--- src/rtl/fast2slow_hs_tx_if.sv ---
// Fast-domain bundle between a pulse source, the handshake transmitter and the
// slow-domain receiver: event/ack/clear inputs, request/status outputs.
interface fast2slow_hs_tx_if #(
    parameter int CH    = 4,
    parameter int CNT_W = 3
);
    logic [CH-1:0]       pulse_in;
    logic [CH-1:0]       ack_in;
    logic [CH-1:0]       ovf_clr;
    logic [CH-1:0]       req_out;
    logic [CH-1:0]       busy;
    logic [CH*CNT_W-1:0] pending;
    logic [CH-1:0]       ovf;

    modport master (
        output pulse_in,
        output ack_in,
        output ovf_clr,
        input  req_out,
        input  busy,
        input  pending,
        input  ovf
    );

    modport slave (
        input  pulse_in,
        input  ack_in,
        input  ovf_clr,
        output req_out,
        output busy,
        output pending,
        output ovf
    );
endinterface

--- src/rtl/fast2slow_hs_tx.sv ---
// Per-channel pulse-to-4-phase-handshake source for fast-to-slow crossings.
// Pulses arriving mid-handshake are counted and replayed; a full counter drops and flags ovf.
module fast2slow_hs_tx #(
    parameter int CH          = 4,
    parameter int SYNC_STAGES = 2,
    parameter int CNT_W       = 3
) (
    input  logic             clk1,
    input  logic             rst,
    fast2slow_hs_tx_if.slave hs
);
    // The state register is the last synchroniser stage, so only SYNC_STAGES-1 plain flops precede it.
    localparam int               ACK_FF  = SYNC_STAGES - 1;
    localparam logic [CNT_W-1:0] PMAX    = {CNT_W{1'b1}};
    localparam logic [CNT_W-1:0] CNT_ONE = CNT_W'(1);
    localparam logic [CNT_W-1:0] CNT_ZERO = {CNT_W{1'b0}};

    typedef enum logic [1:0] {
        ST_IDLE = 2'd0,
        ST_REQ  = 2'd1,
        ST_ACK  = 2'd2
    } state_e;

    logic [1:0]       rst_sync_q;
    logic [1:0]       rst_sync_d;
    logic             rst_int;

    logic [CH-1:0]    ack_sync_q [ACK_FF];
    logic [CH-1:0]    ack_sync_d [ACK_FF];
    logic [CH-1:0]    ack_m;

    state_e           state_q [CH];
    state_e           state_d [CH];
    logic [CNT_W-1:0] pend_q  [CH];
    logic [CNT_W-1:0] pend_d  [CH];
    logic [CH-1:0]    req_q;
    logic [CH-1:0]    req_d;
    logic [CH-1:0]    busy_q;
    logic [CH-1:0]    busy_d;
    logic [CH-1:0]    ovf_q;
    logic [CH-1:0]    ovf_d;
    logic [CH*CNT_W-1:0] pending_flat;

    // Reset release shifter: assertion is immediate, release lands on a clk1 edge.
    always_comb begin
        rst_sync_d = {rst_sync_q[0], 1'b0};
    end

    // Reset release flops.
    always_ff @(posedge clk1 or posedge rst) begin
        if (rst) begin
            rst_sync_q <= 2'b11;
        end else begin
            rst_sync_q <= rst_sync_d;
        end
    end

    assign rst_int = rst_sync_q[1];

    // Next values of the ack synchroniser chain.
    always_comb begin
        ack_sync_d[0] = hs.ack_in;
        for (int k = 1; k < ACK_FF; k++) begin
            ack_sync_d[k] = ack_sync_q[k-1];
        end
    end

    // Ack synchroniser flops.
    always_ff @(posedge clk1 or posedge rst_int) begin
        if (rst_int) begin
            for (int k = 0; k < ACK_FF; k++) begin
                ack_sync_q[k] <= {CH{1'b0}};
            end
        end else begin
            for (int k = 0; k < ACK_FF; k++) begin
                ack_sync_q[k] <= ack_sync_d[k];
            end
        end
    end

    assign ack_m = ack_sync_q[ACK_FF-1];

    // Per-channel handshake FSM, pending counter and sticky overflow next-state.
    always_comb begin
        for (int i = 0; i < CH; i++) begin
            state_d[i] = state_q[i];
            pend_d[i]  = pend_q[i];
            ovf_d[i]   = ovf_q[i] & ~hs.ovf_clr[i];
            case (state_q[i])
                ST_IDLE: begin
                    if (hs.pulse_in[i]) begin
                        state_d[i] = ST_REQ;
                    end else begin
                        state_d[i] = ST_IDLE;
                    end
                end
                ST_REQ: begin
                    if (ack_m[i]) begin
                        state_d[i] = ST_ACK;
                    end else begin
                        state_d[i] = ST_REQ;
                    end
                    if (hs.pulse_in[i] && (pend_q[i] != PMAX)) begin
                        pend_d[i] = pend_q[i] + CNT_ONE;
                    end else if (hs.pulse_in[i]) begin
                        ovf_d[i] = 1'b1;
                    end else begin
                        pend_d[i] = pend_q[i];
                    end
                end
                ST_ACK: begin
                    // Exit cycle: the new pulse and one queued entry cancel, so a full queue never drops here.
                    if (!ack_m[i]) begin
                        if (hs.pulse_in[i]) begin
                            state_d[i] = ST_REQ;
                            pend_d[i]  = pend_q[i];
                        end else if (pend_q[i] != CNT_ZERO) begin
                            state_d[i] = ST_REQ;
                            pend_d[i]  = pend_q[i] - CNT_ONE;
                        end else begin
                            state_d[i] = ST_IDLE;
                        end
                    end else if (hs.pulse_in[i] && (pend_q[i] != PMAX)) begin
                        pend_d[i] = pend_q[i] + CNT_ONE;
                    end else if (hs.pulse_in[i]) begin
                        ovf_d[i] = 1'b1;
                    end else begin
                        state_d[i] = ST_ACK;
                    end
                end
                default: begin
                    state_d[i] = ST_IDLE;
                    pend_d[i]  = CNT_ZERO;
                end
            endcase
            req_d[i]  = (state_d[i] == ST_REQ);
            busy_d[i] = (state_d[i] != ST_IDLE) || (pend_d[i] != CNT_ZERO);
        end
    end

    // Channel state and registered outputs.
    always_ff @(posedge clk1 or posedge rst_int) begin
        if (rst_int) begin
            for (int i = 0; i < CH; i++) begin
                state_q[i] <= ST_IDLE;
                pend_q[i]  <= CNT_ZERO;
            end
            req_q  <= {CH{1'b0}};
            busy_q <= {CH{1'b0}};
            ovf_q  <= {CH{1'b0}};
        end else begin
            for (int i = 0; i < CH; i++) begin
                state_q[i] <= state_d[i];
                pend_q[i]  <= pend_d[i];
            end
            req_q  <= req_d;
            busy_q <= busy_d;
            ovf_q  <= ovf_d;
        end
    end

    // Flatten the per-channel counters onto the pending bus.
    always_comb begin
        pending_flat = {(CH*CNT_W){1'b0}};
        for (int i = 0; i < CH; i++) begin
            pending_flat[i*CNT_W +: CNT_W] = pend_q[i];
        end
    end

    assign hs.req_out = req_q;
    assign hs.busy    = busy_q;
    assign hs.ovf     = ovf_q;
    assign hs.pending = pending_flat;

endmodule

--- src/flat_wrapper.sv ---
// flat-port wrapper written by rule: the top's interface ports become plain ports
module fast2slow_hs_tx_flat 
#(
    parameter int CH          = 4,
    parameter int SYNC_STAGES = 2,
    parameter int CNT_W       = 3
)
  (clk1, rst, hs_pulse_in, hs_ack_in, hs_ovf_clr, hs_req_out, hs_busy, hs_pending, hs_ovf);
  fast2slow_hs_tx_if #(.CH(CH), .CNT_W(CNT_W)) hs_i ();
  input  logic clk1;
  input  logic rst;
  input wire logic [$bits(hs_i.pulse_in)-1:0] hs_pulse_in;
  input wire logic [$bits(hs_i.ack_in)-1:0] hs_ack_in;
  input wire logic [$bits(hs_i.ovf_clr)-1:0] hs_ovf_clr;
  output wire logic [$bits(hs_i.req_out)-1:0] hs_req_out;
  output wire logic [$bits(hs_i.busy)-1:0] hs_busy;
  output wire logic [$bits(hs_i.pending)-1:0] hs_pending;
  output wire logic [$bits(hs_i.ovf)-1:0] hs_ovf;
  assign hs_i.pulse_in = hs_pulse_in;
  assign hs_i.ack_in = hs_ack_in;
  assign hs_i.ovf_clr = hs_ovf_clr;
  assign hs_req_out = hs_i.req_out;
  assign hs_busy = hs_i.busy;
  assign hs_pending = hs_i.pending;
  assign hs_ovf = hs_i.ovf;
  fast2slow_hs_tx #(.CH(CH), .SYNC_STAGES(SYNC_STAGES), .CNT_W(CNT_W)) u_core (.clk1(clk1), .rst(rst), .hs(hs_i));
endmodule
--- config.mk ---
export PLATFORM = sky130hd
export DESIGN_NAME = fast2slow_hs_tx_flat
export DESIGN_NICKNAME = d
export VERILOG_FILES = /design/src/rtl/fast2slow_hs_tx_if.sv /design/src/rtl/fast2slow_hs_tx.sv /design/src/flat_wrapper.sv
export SDC_FILE = /design/constraint.sdc
export NUM_CORES = 1
export LEC_CHECK = 0
export ABC_AREA = 0
export BUFFER_PORTS_ARGS = -buffer_cell sky130_fd_sc_hd__buf_4
export CORE_MARGIN = 2
export CORE_UTILIZATION = 45
export DETAILED_ROUTE_END_ITERATION = 8
export MAX_ROUTING_LAYER = met4
export PLACE_DENSITY = 0.65
export SLEW_MARGIN = 20
export SYNTH_ARGS = -nofsm -noshare
export SYNTH_HDL_FRONTEND = slang
export SYNTH_SLANG_ARGS = --single-unit
--- constraint.sdc ---
create_clock -name clk1 -period 2.1 [get_ports clk1]
set_input_delay 0.105 -clock clk1 [delete_from_list [all_inputs] [get_ports clk1]]
set_output_delay 0.105 -clock clk1 [all_outputs]
set_load 0.1 [all_outputs]
==> flow_summary.ini, run 1 <==
[timing]
fmax_mhz = 466
final.setup.tns_ns = -0.129
fin_crit_sh_pct = 102
fin_skew_ns = 0.00579
setup_viol = 3
hold_viol = 0
finalWorstSetupSlack_ns = -0.0469
finalMaxSlewViolations = 0
max_slew.worst_pin.slew_ns = 0.520
min_period_ns = 2.15
rsz0062_at_grt = true
slew_headroom_pct = 65.1

[route]
drc = 0
vias = 2214
ant_nets = 0
firstDrtPassIters = 4
wl_met3_um = 136
wl_per_cell_um = 14.9
postRouteWirelength_um = 6000
avgViaCountPerCell = 5.49
route.met2.wl_um = 3080
wl_met1_um = 2760
highest_layer = met4
drt-initial-drc-count = 55

[pwr]
leakage_nw = 1.61
p_per_area_nw_per_um2 = 1600
ir_drop_uv = 995

[floorplan]
core_area_um2 = 5540
die_y_um = 80.2
dieWidth_um = 80.2
io_pins = 38
dieArea_um2 = 6430
fp-row-count = 27
start_util_pct = 47.1

[clocking]
cts-root-buf = clkbuf_8
numCtsBuffers = 5
cts_max_path_buffers = 2
clk_pin_slew_ns = 0.07
clk_latency_ns = 0.29
cts_htree_levels = 2
cts.sinks = 38
cts_tree = done

[cells_and_area]
num-nets-final = 376
area.growth.synth_to_final_pct = 33.6
drive_gt1_share_pct = 34.1
final_cells = 403
layout_common_cells = buf_4 (61), inv_1 (31), ha_1 (24), dfrtp_1 (24), nor2_1 (16)
antennaDiodeCount = 0
multi_input_area_um2 = 1700
nFillCells = 462
layout_commonest_cell = buf_4
regArea_um2 = 988

[global_routing]
grt_pass1_vias = 2211
grt_max_degree = 28
track_usage_pct = 19.7
antenna_found_initial = 0
grt_pass1_wl_um = 9800
grt_overflow_total = 0

[yosys]
post_synth_and_or_nand_nor_area_fraction_pct = 14.7
synth_warnings = 0
synth-adder-area-share_pct = 15.3
synth_top_family_by_area = compound AO/OA/AOI/OAI gates
muxShareOfSynthArea_pct = 3.11
yosysTopAreaCellShare_pct = 34.5
synth_compound_area_share_pct = 22.4
ys_async_sr_fraction_pct = 100
yosys.area.top_type = dfrtp_1
synth_edf_count = 0
ys.flop_type = dfrtp_1
ys_ff_latch = 38
syn-num-nets = 312
seq_area_frac_synth_pct = 36.5
synth_area_leaders = dfrtp_1 (34%), ha_1 (15%), inv_1 (4.5%)
synth_xor_area_share_pct = 1.34
synthCells = 266
syn_area_um2 = 2610
syn_area_per_cell_um2 = 9.82
netlist-cell-type-count = 54

[placed_design]
placedCellCount = 384
port_buffers = 37
place_hpwl_um = 4260
place_congestion = 0.871
dp_slack_ns = -0.0536

[setup_path]
arrival_ns = 2.30
path_max_fanout = 5
path_class = reg2reg
critPathRequiredTime_ns = 2.26
cp-start-kind = flip-flop
end_kind = flip-flop

[run_status]
violations = negative setup slack
outcome = complete, but fails checks

[job]
drv_cap = 0

[hold_path]
hold_path_class = in2reg
## logic make-up after synthesis
logic type	count (synthesis)
flops	38
fa+ha+maj	32
compound gates	77
mux	8
other cells	1
xor+xnor	4
simple gates	66
buf+inv	40
## Yosys cell counts, types with 5 or more instances
cell type,n
clkbuf_1,5
nand2_1,6
a211oi_1,6
ha_1,32
nor2_1,17
dfrtp_1,36
a21oi_1,11
mux2i_1,7
nand2b_1,15
a21o_1,5
a22oi_1,6
nor2b_1,9
o22ai_1,5
inv_1,31
o21ai_0,5
## stage by stage
step	utilization [%]	power (mW)	hold slack (ns)	cell area (µm²)
CTS	60.7	5.38	0.0624	3360
detailed placement	57.7	4.80	0.148	3200
floorplan	-	3.86	0.0165	2750
finish	63.0	5.59	0.0720	3490
global placement	57.7	4.77	0.150	3200
global route	63.0	5.93	0.0674	3490
## path summary, 6_finish.rpt
path / cells past startpoint / startpoint / slack, ns / end
setup / recovery: 7 / u_core.hs.pending[10] / -0.05 / u_core.hs.busy[3]
hold / removal: 3 / hs_ovf_clr[1] / 0.07 / u_core.hs.ovf[1]
setup reg to reg: 7 / u_core.hs.pending[10] / -0.05 / u_core.hs.busy[3]
hold reg to reg: 1 / u_core.rst_sync_q[1] / 0.22 / u_core.hs.ovf[2]
max in group asynchronous: 2 / u_core.rst_sync_q[1] / 1.19 / u_core.hs.pending[4]
min in group asynchronous: 1 / u_core.rst_sync_q[1] / 0.22 / u_core.hs.ovf[2]
## metal layers
| metal | global-route usage (%) | vias up |
|---|---|---|
| met3 | 4.27 | 2 |
| li1 | - | 1082 |
| met2 | 33.9 | 32 |
| met5 | - | - |
| met1 | 23.7 | 1098 |
| met4 | 4.07 | 0 |
## where the power goes
group          switching, mW  total [mW]  internal, mW
logic                   2.41        3.79          1.37
registers              0.265        1.28          1.02
clock network          0.252       0.517         0.265
## critical path, stage by stage (launching register included)
cell	delay [ns]
dfrtp_4	0.51
ha_4	0.18
ha_4	0.16
nand2b_4	0.15
a21o_1	0.22
a32oi_1	0.23
o2bb2ai_2	0.11
or4_1	0.46
## what timing repair did
item / in CTS / in global routing
gates cloned: 0 / 0
setup endpoints to repair: 2 / 4
hold buffers: 5 / 0
buffers inserted: 2 / 5
gates resized for setup: 1 / 20
hold endpoints to repair: 6 / 0
pin swaps: 1 / 10
## state kept, by name, indices dropped and copies added, names as in the netlist
signal,flops
u_core.hs.pending,12
u_core.state_q,8
u_core.ack_m,4
u_core.hs.busy,4
u_core.hs.ovf,4
u_core.hs.req_out,4
u_core.rst_sync_q,2
## layout make-up
type | instances | share of cell area [%]
clock buffers | 7 | 2.47
flip-flops and latches | 38 | 28.3
repair buffers | 66 | 14.6
clock inverters | 1 | 0.143
well taps | 72 | 2.58
inverters | 31 | 3.33
multi-input cells | 188 | 48.6
Note: power is estimated with default switching activity, not from simulation.
==> run 2, diff against run 1 <==
HOLD_SLACK_MARGIN = 0.12   (was unset)
==> flow_summary.ini, run 2 (synthesis gave the netlist of run 1 again) <==
[run_status]
outcome = complete, but fails checks
violations = negative setup slack

[timing]
max_slew.worst_pin.slew_ns = 0.520
finalMaxSlewViolations = 0
finalWorstSetupSlack_ns = -0.0469
setup_viol = 3
slew_headroom_pct = 65.1
final.setup.tns_ns = -0.126
min_period_ns = 2.15
rsz0062_at_grt = true
hold_viol = 0
fin_skew_ns = 0.00584
fmax_mhz = 466
fin_crit_sh_pct = 102
fin_hold_ws_ns = 0.147

[route]
vias = 2237
wl_met3_um = 149
firstDrtPassIters = 4
postRouteWirelength_um = 6050
route.met2.wl_um = 3120
avgViaCountPerCell = 5.50
wl_per_cell_um = 14.9
wl_met1_um = 2750
ant_nets = 0
highest_layer = met4
drt-initial-drc-count = 50
drc = 0

[setup_path]
end_kind = flip-flop
path_max_fanout = 5
slowest_stage = dfrtp_4
cp-start-kind = flip-flop
crit_end = u_core.hs.busy[3]
r2r_slack_ns = -0.05
worstRegToRegCells = 7
slowest_delay_ns = 0.51
worstReg2RegEnd = u_core.hs.busy[3]
path_class = reg2reg
crit_top_cell = ha_4
r2r_start = u_core.hs.pending[10]
critPathRequiredTime_ns = 2.26
arrival_ns = 2.30
crit_start = u_core.hs.pending[10]
crit_chain = ha_4, ha_4, nand2b_4, a21o_1, a32oi_1, o2bb2ai_2, or4_1

[cells_and_area]
layout_commonest_cell = buf_4
num-nets-final = 380
multi_input_area_um2 = 1700
drive_gt1_share_pct = 33.7
final_util_pct = 63.7
antennaDiodeCount = 0
layout_common_cells = buf_4 (61), inv_1 (31), ha_1 (24), dfrtp_1 (24), nor2_1 (16)
largest_reg_flops = 12
regArea_um2 = 988
area.growth.synth_to_final_pct = 35.2
nFillCells = 458

[clocking]
cts_tree = done
numCtsBuffers = 5
cts_htree_levels = 2
cts-root-buf = clkbuf_8
clk_latency_ns = 0.29
cts_max_path_buffers = 2
clk_pin_slew_ns = 0.08
cts.sinks = 38

[global_routing]
grt_pass1_vias = 2246
antenna_found_initial = 0
grt_max_degree = 28
track_usage_pct = 19.9
grt_overflow_total = 0
grt_pass1_wl_um = 9940

[floorplan]
dieArea_um2 = 6430
fp-row-count = 27
core_area_um2 = 5540
io_pins = 38
start_util_pct = 47.1
die_y_um = 80.2
dieWidth_um = 80.2

[hold_path]
hold_path_class = in2reg

[placed_design]
place_congestion = 0.871
place_hpwl_um = 4260
port_buffers = 37

[pwr]
leakage_nw = 1.63
p_per_area_nw_per_um2 = 1580
ir_drop_uv = 995

[job]
drv_cap = 0
==> run 2: cell types whose count changed in the layout (fill, tap and decap cells not counted) <==
cell	change
dlygate4sd3_1	+4
==> run 2: power breakdown <==
group          total, mW  switching [mW]  internal, mW
clock              0.517           0.252         0.265
sequential          1.28           0.265          1.02
combinational       3.79            2.42          1.38
==> run 2: how the worst min path moves through the flow <==
| stage | startpoint | endpoint | slack (ns) | depth (start not counted) |
|---|---|---|---|---|
| final | hs_pulse_in[0] | u_core.hs.ovf[0] | 0.15 | 3 |
| after floorplan | rst | u_core.rst_sync_q[0] | 0.02 | 1 |
| after global placement | rst | u_core.rst_sync_q[1] | 0.15 | 2 |
| after global routing | hs_pulse_in[1] | u_core.hs.ovf[1] | 0.15 | 3 |
| after detailed placement | rst | u_core.rst_sync_q[0] | 0.15 | 2 |
| after CTS | hs_pulse_in[1] | u_core.hs.ovf[1] | 0.14 | 3 |
==> run 2: stage by stage <==
stage	cell area [µm²]	std cells	power, mW	setup WS, ns
6_report	3530	407	5.59	-0.0469
4_1_cts	3400	403	5.39	-0.0501
3_3_place_gp	3200	384	4.77	-0.00835
5_1_grt	3530	407	5.94	-0.130
3_5_place_dp	3200	384	4.80	-0.0536
2_1_floorplan	2750	266	3.86	-0.185
==> run 2: routing by layer <==
| layer | vias to the layer above | GRT usage [%] |
|---|---|---|
| li1 | 1091 | - |
| met4 | 0 | 4.07 |
| met3 | 2 | 4.27 |
| met2 | 34 | 34.8 |
| met5 | - | - |
| met1 | 1110 | 23.8 |
==> run 2: worst max-delay path: cells and delay by family, from the launching register on <==
kind                       cells  cell delay (ns)
AOI/OAI and AO/OA              3             0.56
adders and majority gates      2             0.34
DFF                            1             0.51
and+or+nand+nor                2             0.61
==> run 2: cell type report <==
| type | instances | area share (%) |
|---|---|---|
| Clock buffer | 7 | 2.45 |
| Clock inverter | 1 | 0.142 |
| Inverter | 31 | 3.30 |
| Multi-Input combinational cell | 188 | 48.0 |
| Sequential cell | 38 | 28.0 |
| Tap cell | 72 | 2.55 |
| Timing Repair Buffer | 70 | 15.5 |
==> run 2: what timing repair did <==
item                                    CTS  global route
pin swaps                                 1            10
cloned                                    0             0
buffers inserted                          2             5
hold buffers                              9             0
endpoints found under the setup margin    2             4
hold endpoints to repair                 10             0
gates resized for setup                   1            20
==> run 3, diff against run 2 <==
CORE_UTILIZATION = 57   (was 45)
PLACE_DENSITY = 0.8   (was 0.65)
clock period = 2.4 ns   (was 2.1 ns; I/O delays follow)
==> flow_summary.ini, run 3 (synthesis gave the netlist of run 1 again) <==
[timing]
min_period_ns = 2.31
finalMaxSlewViolations = 0
slew_headroom_pct = 65.7
fin_crit_sh_pct = 96.1
hold_viol = 0
setup_viol = 0
finalWorstSetupSlack_ns = 0.0936
fmax_mhz = 434
max_slew.worst_pin.slew_ns = 0.514
fin_skew_ns = 0.00559
rsz0062_at_grt = false
fin_hold_ws_ns = 0.129

[floorplan]
fp-row-count = 24
dieArea_um2 = 5140
start_util_pct = 59.6
core_area_um2 = 4380
io_pins = 38
die_y_um = 71.7
dieWidth_um = 71.7

[setup_path]
path_max_fanout = 5
worstReg2RegEnd = u_core.hs.busy[0]
cp-start-kind = flip-flop
path_class = reg2reg
r2r_slack_ns = 0.09
critPathRequiredTime_ns = 2.56
arrival_ns = 2.46
r2r_start = u_core.hs.pending[1]
worstRegToRegCells = 7
end_kind = flip-flop

[clocking]
cts_max_path_buffers = 2
cts.sinks = 38
cts_tree = done
clk_latency_ns = 0.29
post_cts_buffers = 0
clk_pin_slew_ns = 0.08
cts-root-buf = clkbuf_8
cts_htree_levels = 2
numCtsBuffers = 5

[cells_and_area]
layout_commonest_cell = buf_4
antennaDiodeCount = 0
drive_gt1_share_pct = 19.9
final_cells = 363
final_cell_area_um2 = 3110
layout_common_cells = buf_4 (38), inv_1 (31), ha_1 (31), dfrtp_1 (25), nor2_1 (17)
area.growth.synth_to_final_pct = 19.0
largest_reg_flops = 12
num-nets-final = 356

[global_routing]
grt_overflow_total = 0
grt_max_degree = 24
antenna_found_initial = 0
grt_pass1_vias = 2098
track_usage_pct = 23.3
grt_pass1_wl_um = 9350

[hold_path]
min_from = hs_ovf_clr[2]
holdPathEnd = u_core.hs.ovf[2]
hold_path_class = in2reg
min_path_cells = 3

[route]
drt-initial-drc-count = 149
firstDrtPassIters = 4
wl_per_cell_um = 14.8
avgViaCountPerCell = 5.88
vias = 2133
drc = 0
postRouteWirelength_um = 5380
ant_nets = 0

[run_status]
outcome = completed

[placed_design]
dpl_cell_area_um2 = 2940
place_congestion = 0.887
placedCellCount = 347
port_buffers = 37
dp_slack_ns = 0.123
place_hpwl_um = 3940

[job]
drv_cap = 0
[run 3: metrics by stage]
stage / TNS [ns] / util, %
after floorplan: -0.0317 / -
after global placement: 0 / 67.2
after detailed placement: 0 / 67.2
after CTS: 0 / 70.9
after global routing: 0 / 70.9
final: 0 / 70.9
[run 3: final cells by class]
type / count / area [µm²]
multi-input cells: 188 / 1510
fillers: 334 / 1280
flip-flops and latches: 38 / 972
repair buffers: 46 / 365
inverters: 31 / 116
clock buffers: 6 / 72.6
well taps: 52 / 65.1
clock inverters: 2 / 10.0
[run 3: how the worst max path moves through the flow]
stage                         startpoint                end  slack [ns]  cells past startpoint
floorplan           u_core.hs.pending[3]  u_core.hs.busy[1]       -0.03                      8
global placement    u_core.hs.pending[1]  u_core.hs.busy[0]        0.19                      7
detailed placement  u_core.hs.pending[1]  u_core.hs.busy[0]        0.12                      7
CTS                 u_core.hs.pending[1]  u_core.hs.busy[0]        0.10                      7
global route        u_core.hs.pending[9]  u_core.hs.busy[3]        0.02                      7
finish              u_core.hs.pending[1]  u_core.hs.busy[0]        0.09                      7
[run 3: what timing repair did]
action	4_1_cts	5_1_grt
resized for setup	0	0
hold buffers	8	0
endpoints found under the hold margin	9	0
[run 3: worst max-delay path, stage by stage, from the launching register on]
cell and delay [ns]:
dfrtp_4 0.51, ha_4 0.17, ha_1 0.19, nand2b_4 0.15, a21o_1 0.19, a32o_1 0.20, a32o_1 0.21, or4b_1 0.54
[run 3: metal layers]
layer,wire length [µm],global-route usage (%),vias up
met5,0,-,-
met4,63,7.55,0
met3,233,3.52,8
met2,2590,37.4,54
met1,2490,30.5,1021
li1,-,-,1050
Power of run 3 is left out: the tool's default activity adds up to more than one toggle a clock period on the data nets, which glitch-free logic cannot reach.
